**src/rtl/wb_arbiter.sv**
```systemverilog
// Write-back arbiter and RAW scoreboard for the LEGv8 datapath.
// Merges the single-cycle ALU result path (priority) with a small FIFO of
// long-latency load/multiply results into the register file's only write
// port. It also keeps a per-register count of outstanding long-latency
// writes so decode can stall on RAW hazards.
module wb_arbiter #(
  parameter  int BITSIZE    = 64,
  parameter  int REGSIZE    = 32,
  parameter  int FIFO_DEPTH = 4,
  parameter  int ZERO_REG   = 31,
  localparam int SEL_W      = $clog2(REGSIZE)
) (
  input  logic               clk,
  input  logic               rst,
  // single-cycle ALU result
  input  logic               alu_valid,
  input  logic [SEL_W-1:0]   alu_dest,
  input  logic [BITSIZE-1:0] alu_data,
  // long-latency result offer
  input  logic               lsu_valid,
  output logic               lsu_ready,
  input  logic [SEL_W-1:0]   lsu_dest,
  input  logic [BITSIZE-1:0] lsu_data,
  // long-latency issue notification
  input  logic               issue_valid,
  input  logic [SEL_W-1:0]   issue_dest,
  // decode hazard query
  input  logic [SEL_W-1:0]   chk_sel1,
  input  logic [SEL_W-1:0]   chk_sel2,
  output logic               chk_busy1,
  output logic               chk_busy2,
  // register file write port
  output logic [SEL_W-1:0]   WriteSelect,
  output logic [BITSIZE-1:0] WriteData,
  output logic               WriteEnable,
  output logic               waw_err
);

  localparam int PTR_W = $clog2(FIFO_DEPTH);
  localparam int CNT_W = $clog2(FIFO_DEPTH + 1);
  localparam int SB_W  = $clog2(FIFO_DEPTH + 1) + 1;

  localparam logic [SEL_W-1:0] ZERO_SEL = SEL_W'(ZERO_REG);
  localparam logic [CNT_W-1:0] DEPTH_C  = CNT_W'(FIFO_DEPTH);
  localparam logic [SB_W-1:0]  SB_MAX   = '1;

  typedef struct packed {
    logic [SEL_W-1:0]   dest;
    logic [BITSIZE-1:0] data;
  } wb_entry_t;

  // FIFO state
  wb_entry_t        fifo_mem [FIFO_DEPTH];
  logic [PTR_W-1:0] head;
  logic [PTR_W-1:0] tail;
  logic [CNT_W-1:0] count;

  // Scoreboard state
  logic [SB_W-1:0]  busy_cnt [REGSIZE];
  logic             waw_q;

  // Per-cycle control
  logic             alu_wr;
  logic             fifo_pop;
  logic             fifo_push;
  logic             alu_hazard;
  logic             sat_hit;
  wb_entry_t        head_entry;
  logic [REGSIZE-1:0] sb_inc;
  logic [REGSIZE-1:0] sb_dec;

  // XZR writes are dropped; the ALU owns the port whenever it has a real write.
  assign alu_wr     = alu_valid && (alu_dest != ZERO_SEL);
  assign head_entry = fifo_mem[head];
  assign fifo_pop   = !alu_wr && (count != '0);
  // Readiness ignores a same-cycle pop so it never depends on alu_valid.
  assign lsu_ready  = (count < DEPTH_C);
  // An XZR result is handshaken but never stored.
  assign fifo_push  = lsu_valid && lsu_ready && (lsu_dest != ZERO_SEL);

  // Register-file write port: ALU first, else drain the FIFO head.
  always_comb begin
    // NOTE: every output gets a default first so no path leaves one unassigned, which would infer a latch.
    WriteEnable = 1'b0;
    WriteSelect = '0;
    WriteData   = '0;
    if (alu_wr) begin
      WriteEnable = 1'b1;
      WriteSelect = alu_dest;
      WriteData   = alu_data;
    end else if (fifo_pop) begin
      WriteEnable = 1'b1;
      WriteSelect = head_entry.dest;
      WriteData   = head_entry.data;
    end
  end

  // FIFO pointers and occupancy; simultaneous push and pop leave count unchanged.
  always_ff @(posedge clk or negedge rst) begin
    // NOTE: sequential state uses non-blocking assignments so every register samples pre-edge values.
    if (!rst) begin
      head  <= '0;
      tail  <= '0;
      count <= '0;
    end else begin
      if (fifo_push) tail <= tail + PTR_W'(1);
      if (fifo_pop)  head <= head + PTR_W'(1);
      case ({fifo_push, fifo_pop})
        2'b10:   count <= count + CNT_W'(1);
        2'b01:   count <= count - CNT_W'(1);
        default: count <= count;
      endcase
    end
  end

  // FIFO storage, written at the tail on each accepted push.
  always_ff @(posedge clk) begin
    // NOTE: the storage array has no reset; empty is defined by count, and stale entries are never driven out.
    if (fifo_push) fifo_mem[tail] <= '{dest: lsu_dest, data: lsu_data};
  end

  // Per-register increment/decrement requests and saturation detection.
  always_comb begin
    sb_inc  = '0;
    sb_dec  = '0;
    sat_hit = 1'b0;
    for (int r = 0; r < REGSIZE; r++) begin
      if (r != ZERO_REG) begin
        sb_inc[r] = issue_valid && (issue_dest == SEL_W'(r));
        sb_dec[r] = fifo_pop && (head_entry.dest == SEL_W'(r));
      end
      if (sb_inc[r] && !sb_dec[r] && (busy_cnt[r] == SB_MAX)) sat_hit = 1'b1;
    end
  end

  // Pending-write counters: saturate at max, floor at zero.
  always_ff @(posedge clk or negedge rst) begin
    if (!rst) begin
      for (int r = 0; r < REGSIZE; r++) busy_cnt[r] <= '0;
    end else begin
      for (int r = 0; r < REGSIZE; r++) begin
        case ({sb_inc[r], sb_dec[r]})
          2'b10:   if (busy_cnt[r] != SB_MAX) busy_cnt[r] <= busy_cnt[r] + SB_W'(1);
          2'b01:   if (busy_cnt[r] != '0)     busy_cnt[r] <= busy_cnt[r] - SB_W'(1);
          default: busy_cnt[r] <= busy_cnt[r];
        endcase
      end
    end
  end

  // An ALU write to a register with a pending long-latency result is a WAW.
  assign alu_hazard = alu_valid && (alu_dest != ZERO_SEL) && (busy_cnt[alu_dest] != '0);

  // Sticky error flag, cleared only by reset.
  always_ff @(posedge clk or negedge rst) begin
    if (!rst) waw_q <= 1'b0;
    else      waw_q <= waw_q | alu_hazard | sat_hit;
  end

  assign waw_err   = waw_q;
  assign chk_busy1 = (chk_sel1 != ZERO_SEL) && (busy_cnt[chk_sel1] != '0);
  assign chk_busy2 = (chk_sel2 != ZERO_SEL) && (busy_cnt[chk_sel2] != '0);

endmodule

```
**config.mk**
```make
export PLATFORM = sky130hd
export DESIGN_NAME = wb_arbiter
export DESIGN_NICKNAME = d
export VERILOG_FILES = /design/src/rtl/wb_arbiter.sv
export SDC_FILE = /design/constraint.sdc
export NUM_CORES = 1
export LEC_CHECK = 0
export ABC_AREA = 1
export BUFFER_PORTS_ARGS = -buffer_cell sky130_fd_sc_hd__buf_2
export CAP_MARGIN = 10
export CORE_ASPECT_RATIO = 0.75
export CORE_MARGIN = 2
export CORE_UTILIZATION = 60
export CTS_CLUSTER_SIZE = 20
export DETAILED_ROUTE_END_ITERATION = 6
export PLACE_DENSITY = 0.81
export SLEW_MARGIN = 10
export SYNTH_ARGS = -nofsm -noshare
export SYNTH_HDL_FRONTEND = slang
export SYNTH_SLANG_ARGS = --single-unit
```
**constraint.sdc**
```tcl
create_clock -name clk -period 4.85 [get_ports clk]
set_input_delay 0.97 -clock clk [delete_from_list [all_inputs] [get_ports clk]]
set_output_delay 0.97 -clock clk [all_outputs]
set_load 0.1 [all_outputs]
```
==> results.cfg, run 1 <==
[sta]
hold_violations = 0
setup_violations = 0
whs_ns = 0.397
fin_crit_ns = 4.08
grt_setup_unrepaired = false
drv_slew = 0
setup_ws_ns = 0.773
fin_skew_ns = 0.0274
fmax_ghz = 0.245
slew-limit-headroom = 0.132
tightest_slew_ns = 1.30
fin_crit_sh = 0.841

[route]
firstDrtPassIters = 7
final_antenna_net_count = 0
routedWlPerCell_um = 19.1
drc = 0
via_count = 18941
drt-met1-wl_um = 26100
wl_met3_um = 5900
drtIter0Drc = 2255
routed.top_layer = met5
routed_wl_um = 62300
viasPerCell = 5.81
dr_wl_met2_um = 28700

[finish]
num-fill-cells = 2894
post-route-util = 0.690
layout_commonest_cell = nand2_1
most-common-layout-cells = nand2_1 (513), inv_1 (367), edfxtp_1 (276), buf_2 (230), nor2_1 (196)
fin_area_sq_mm = 0.0263
syn2layout_area_growth_pct = 13.9
drive_above_1_share = 0.129
nNetsFinal = 3011

[die]
num_rows = 62
initial_core_util = 0.606
core_sq_mm = 0.0381
die_area_sq_mm = 0.0401
die-height_um = 174
die_x_um = 231
num_io_pins = 232

[worst_setup_path]
reg2reg_depth = 18
critPathKind = reg2out
cp_slowest_cell = dfrtp_4
crit_chain = inv_4, buf_4, nand2_1, nand3_1, a32o_1, buf_2
path_buf_inv = 3
slowest_delay_ns = 0.69
setup.worst_path.end_class = output pin
worstPathMaxFanout = 57
cp_top_family = buffers and inverters
crit_required_ns = 3.88
start_kind = flop
crit_arrival_ns = 3.11
cp_num_cells = 6

[clock_tree]
cts_setup_buffers = 0
clk_pin_slew_worst_paths_ns = 0.06
cts_hold_buf = 0
h-tree-depth = 2
cts.sinks = 408
insertion_delay_ns = 0.56
cts_root_buf = clkbuf_16
cts_buffer_depth = 3
cts_inserted_buffers = 41
cts_resized = 0
tritoncts = done

[placed_design]
place_area_sq_mm = 0.0248
numPortBuffers = 231
gp_congestion = 1.00
place_ws_ns = 0.718
post-dp-hpwl_um = 44900

[yosys]
syn-cell-area_sq_mm = 0.0231
yosys_most_used_dff = edfxtp_1
synth_cell_types = 42
syn_inst = 2490
syn_nets = 2793
synthTopCellsByArea = edfxtp_1 (36%), dfrtp_1 (14%), nand2_1 (8.3%)
async_flop_share = 0.324
synth_edf_count = 276
ys_ff_latch = 408
synth_top_area_share = 0.359
syn_avg_cell_area_sq_um = 9.27
synth_area_leader_cell = edfxtp_1
synth_seq_area_share = 0.502
synth-warning-count = 0

[grt]
grt_overflow_total = 0
track_usage = 0.312
antenna_found_initial = 8
grt_pass1_wl_um = 98500
grt_pass1_vias = 18262
grt_start_max_net_pins = 163

[pwr]
vdd_ir_drop_max_v = 0.000516
fin_total_pwr_uw = 15700
power_density_mw_per_mm2 = 596
p_leak_uw = 0.0115

[min_path]
hold_path_class = in2async

[status]
outcome = finished, final reports clean

[job]
maxCapViolCount = 0
[synthesized netlist by cell type (3+ instances only)]
library cell and n:
nand2_2 11, a22oi_1 8, nand3b_1 10, nand3_1 170, clkbuf_1 51, nor2_8 4, nand2_1 513, ha_1 113
edfxtp_1 276, o22ai_1 13, o21ai_4 3, nor3_1 12, o21ai_1 9, nor2_1 200, o2111ai_1 3, a32o_1 64
xnor3_1 4, nor4_1 7, dfrtp_1 132, fa_1 32, nand4_1 30, nand2_4 5, o211ai_1 20, a21oi_1 113
buf_1 3, xnor2_1 21, nand3_2 5, o21ai_0 159, inv_2 5, inv_1 370, a31oi_1 4, buf_2 16
xor2_1 70, a211oi_1 23
[layer usage]
metal  track usage  vias up
met5             0        -
met4        0.0935        2
met3        0.0617      119
met2         0.492      882
met1         0.442     9103
li1              -     8835
[path summary, 6_finish.rpt]
kind,slack [ns],endpoint,start
worst max-delay path,0.77,WriteData[4],head[0]
min in group clk,0.48,busy_cnt[95],busy_cnt[95]
worst min register to register,0.48,busy_cnt[95],busy_cnt[95]
worst min-delay path,0.40,busy_cnt[55],rst
worst max register to register,0.86,busy_cnt[39],head[0]
max in group asynchronous,3.48,busy_cnt[29],rst
[final cells by class]
type / instances / area [sq um] / area share
clock buffers: 51 / 1100 / 0.0420
repair buffers: 247 / 1380 / 0.0526
multi-input cells: 1632 / 9800 / 0.373
well taps: 512 / 641 / 0.0244
flip-flops and latches: 408 / 11600 / 0.441
clock inverters: 25 / 325 / 0.0124
inverters: 378 / 1420 / 0.0542
diodes: 7 / 17.5 / 0.000666
[metrics by stage]
stage          instances  TNS, ns
6_report            3260        0
5_1_grt             3257        0
4_1_cts             3253        0
3_5_place_dp        3177        0
3_3_place_gp        3177        0
2_1_floorplan       2490   -17.64
[power breakdown]
| group | internal [uW] | switching [uW] |
|---|---|---|
| logic | 1830 | 5340 |
| registers | 4530 | 612 |
| clock network | 2000 | 1370 |
| total | 8360 | 7310 |
[flip-flops by register name, indices dropped and copies added, names as in the netlist]
name,count
fifo_mem,276
busy_cnt,124
count,3
head,2
tail,2
waw_err,1
[cell families (layout without fill, tap and decap cells)]
family	Yosys count	in the layout	synth area share
simple gates	970	970	0.181
buf+inv	450	701	0.0748
compound gates	422	422	0.114
flops	408	408	0.502
fa+ha+maj	145	145	0.0890
xor+xnor	95	95	0.0384
other cells	0	7	0
Power figures use the tool's default switching activity.
==> run 2, diff against run 1 <==
Clock period 4.85 ns to 4 ns, I/O delays scaled along.
==> run 2 against run 1 <==
Core utilization increased by 2.5 points; sequential share of layout area fell by 1.6 points; critical path type unchanged; hold slack worse by 0.13 ns; power is 26% higher; via count increased by 1.3%; combinational power rose by 36%; flip-flop and latch count did not move; register-to-register slack got worse by 0.53 ns.
==> results.cfg, run 2 (synthesized netlist as in run 1, its figures left out) <==
[status]
outcome = finished, final reports clean

[finish]
num-fill-cells = 2786
max_flop_register = fifo_mem
syn2layout_area_growth_pct = 18.0
nNetsFinal = 3029
layout_commonest_cell = nand2_1
largest_reg_flops = 276
most-common-layout-cells = nand2_1 (513), inv_1 (367), edfxtp_1 (276), nor2_1 (196), nand3_1 (170)
top_regs = fifo_mem x276, busy_cnt x124, count x3
drive_above_1_share = 0.132

[route]
viasPerCell = 5.85
routed_wl_um = 65700
final_antenna_net_count = 0
drc = 0
via_count = 19184
routedWlPerCell_um = 20.0
firstDrtPassIters = 6
drtIter0Drc = 2257

[sta]
tightest_slew_ns = 0.938
fmax_ghz = 0.267
setup_violations = 0
slew-limit-headroom = 0.374
grt_setup_unrepaired = false
fin_skew_ns = 0.0353
fin_crit_sh = 0.938
drv_slew = 0
whs_ns = 0.264
fin_crit_ns = 3.75
finalSetupTns_ns = 0
hold_violations = 0

[pwr]
p_switching_uw = 9130
vdd_ir_drop_max_v = 0.000802
p_leak_uw = 0.0118
power.internal_uw = 10600
sw_frac_of_total = 0.464
clockPowerShare = 0.188
power.share.sequential = 0.317
power_density_mw_per_mm2 = 723
p_comb_frac = 0.495

[die]
core_sq_mm = 0.0381
die_x_um = 231
num_rows = 62
num_io_pins = 232
die-height_um = 174
initial_core_util = 0.606
die_area_sq_mm = 0.0401

[clock_tree]
clk_pin_slew_worst_paths_ns = 0.06
h-tree-depth = 2
insertion_delay_ns = 0.58
cts_buffer_depth = 3
cts.sinks = 408
cts_inserted_buffers = 41
tritoncts = done
cts_setup_buffers = 0
cts_root_buf = clkbuf_16
cts_resized = 0
cts_hold_buf = 0

[worst_setup_path]
setup.worst_path.end_class = output pin
crit_arrival_ns = 2.95
crit_required_ns = 3.20
critPathKind = reg2out
start_kind = flop
worstPathMaxFanout = 102

[grt]
grt_pass1_wl_um = 102000
antenna_found_initial = 11
grt_start_max_net_pins = 127
grt_pass1_vias = 18793
grt_overflow_total = 0
track_usage = 0.325

[min_path]
hold_path_class = in2async

[placed_design]
post-dp-hpwl_um = 47400
numPortBuffers = 231
gp_congestion = 1.02

[job]
maxCapViolCount = 0
==> run 2: per-layer routing <==
layer  up-vias  global-route usage  part of all wire
met2       964               0.511              0.46
met1      9212               0.448              0.41
li1       8860                   -                 -
met3       144              0.0857              0.10
met5         -                   0           0.00046
met4         4              0.0968             0.031
==> run 2: worst max-delay path, cell delays in order, from the launching register on <==
cell	delay [ns]
dfrtp_4	0.72
buf_4	0.80
o21ai_0	0.29
a32o_1	0.34
buf_12	0.17
==> run 2: final timing paths <==
kind / start / endpoint / slack (ns) / cells after the start
worst min-delay path: rst / busy_cnt[54] / 0.26 / 1
worst min register to register: busy_cnt[91] / busy_cnt[91] / 0.48 / 2
worst max-delay path: head[0] / WriteData[6] / 0.25 / 4
min in group clk: lsu_data[30] / fifo_mem[1][30] / 0.43 / 1
max in group asynchronous: rst / busy_cnt[14] / 2.94 / 2
worst max register to register: head[0] / busy_cnt[67] / 0.33 / 18
==> run 2: layout make-up <==
class,instances,area (sq um),share of cell area
antenna,10,25.0,0.000918
clock buffer,57,1090,0.0399
clock inverter,17,185,0.00680
inverter,378,1420,0.0523
multi-input combinational,1632,9800,0.360
sequential,408,11600,0.426
tap,512,641,0.0235
timing repair buffer,265,2490,0.0915
==> run 2: power groups by stage <==
stage / sequential, uW / combinational [uW] / clock [uW]
after global placement: 6240 / 9290 / 0
after global routing: 6350 / 10500 / 3930
final: 6250 / 9740 / 3700
after detailed placement: 6280 / 9590 / 0
after floorplan: 6060 / 6650 / 0
after CTS: 6220 / 9640 / 3740
==> run 2: through the flow <==
stage          setup slack, ns  power (uW)  utilization  cell area (sq um)  std cells
2_1_floorplan           -0.914       12700            -              23100       2490
3_3_place_gp             0.498       15500        0.681              26000       3195
3_5_place_dp             0.323       15900        0.681              26000       3195
4_1_cts                  0.276       19600        0.715              27200       3269
5_1_grt                 0.0453       20700        0.715              27200       3277
6_report                 0.248       19700        0.715              27200       3279
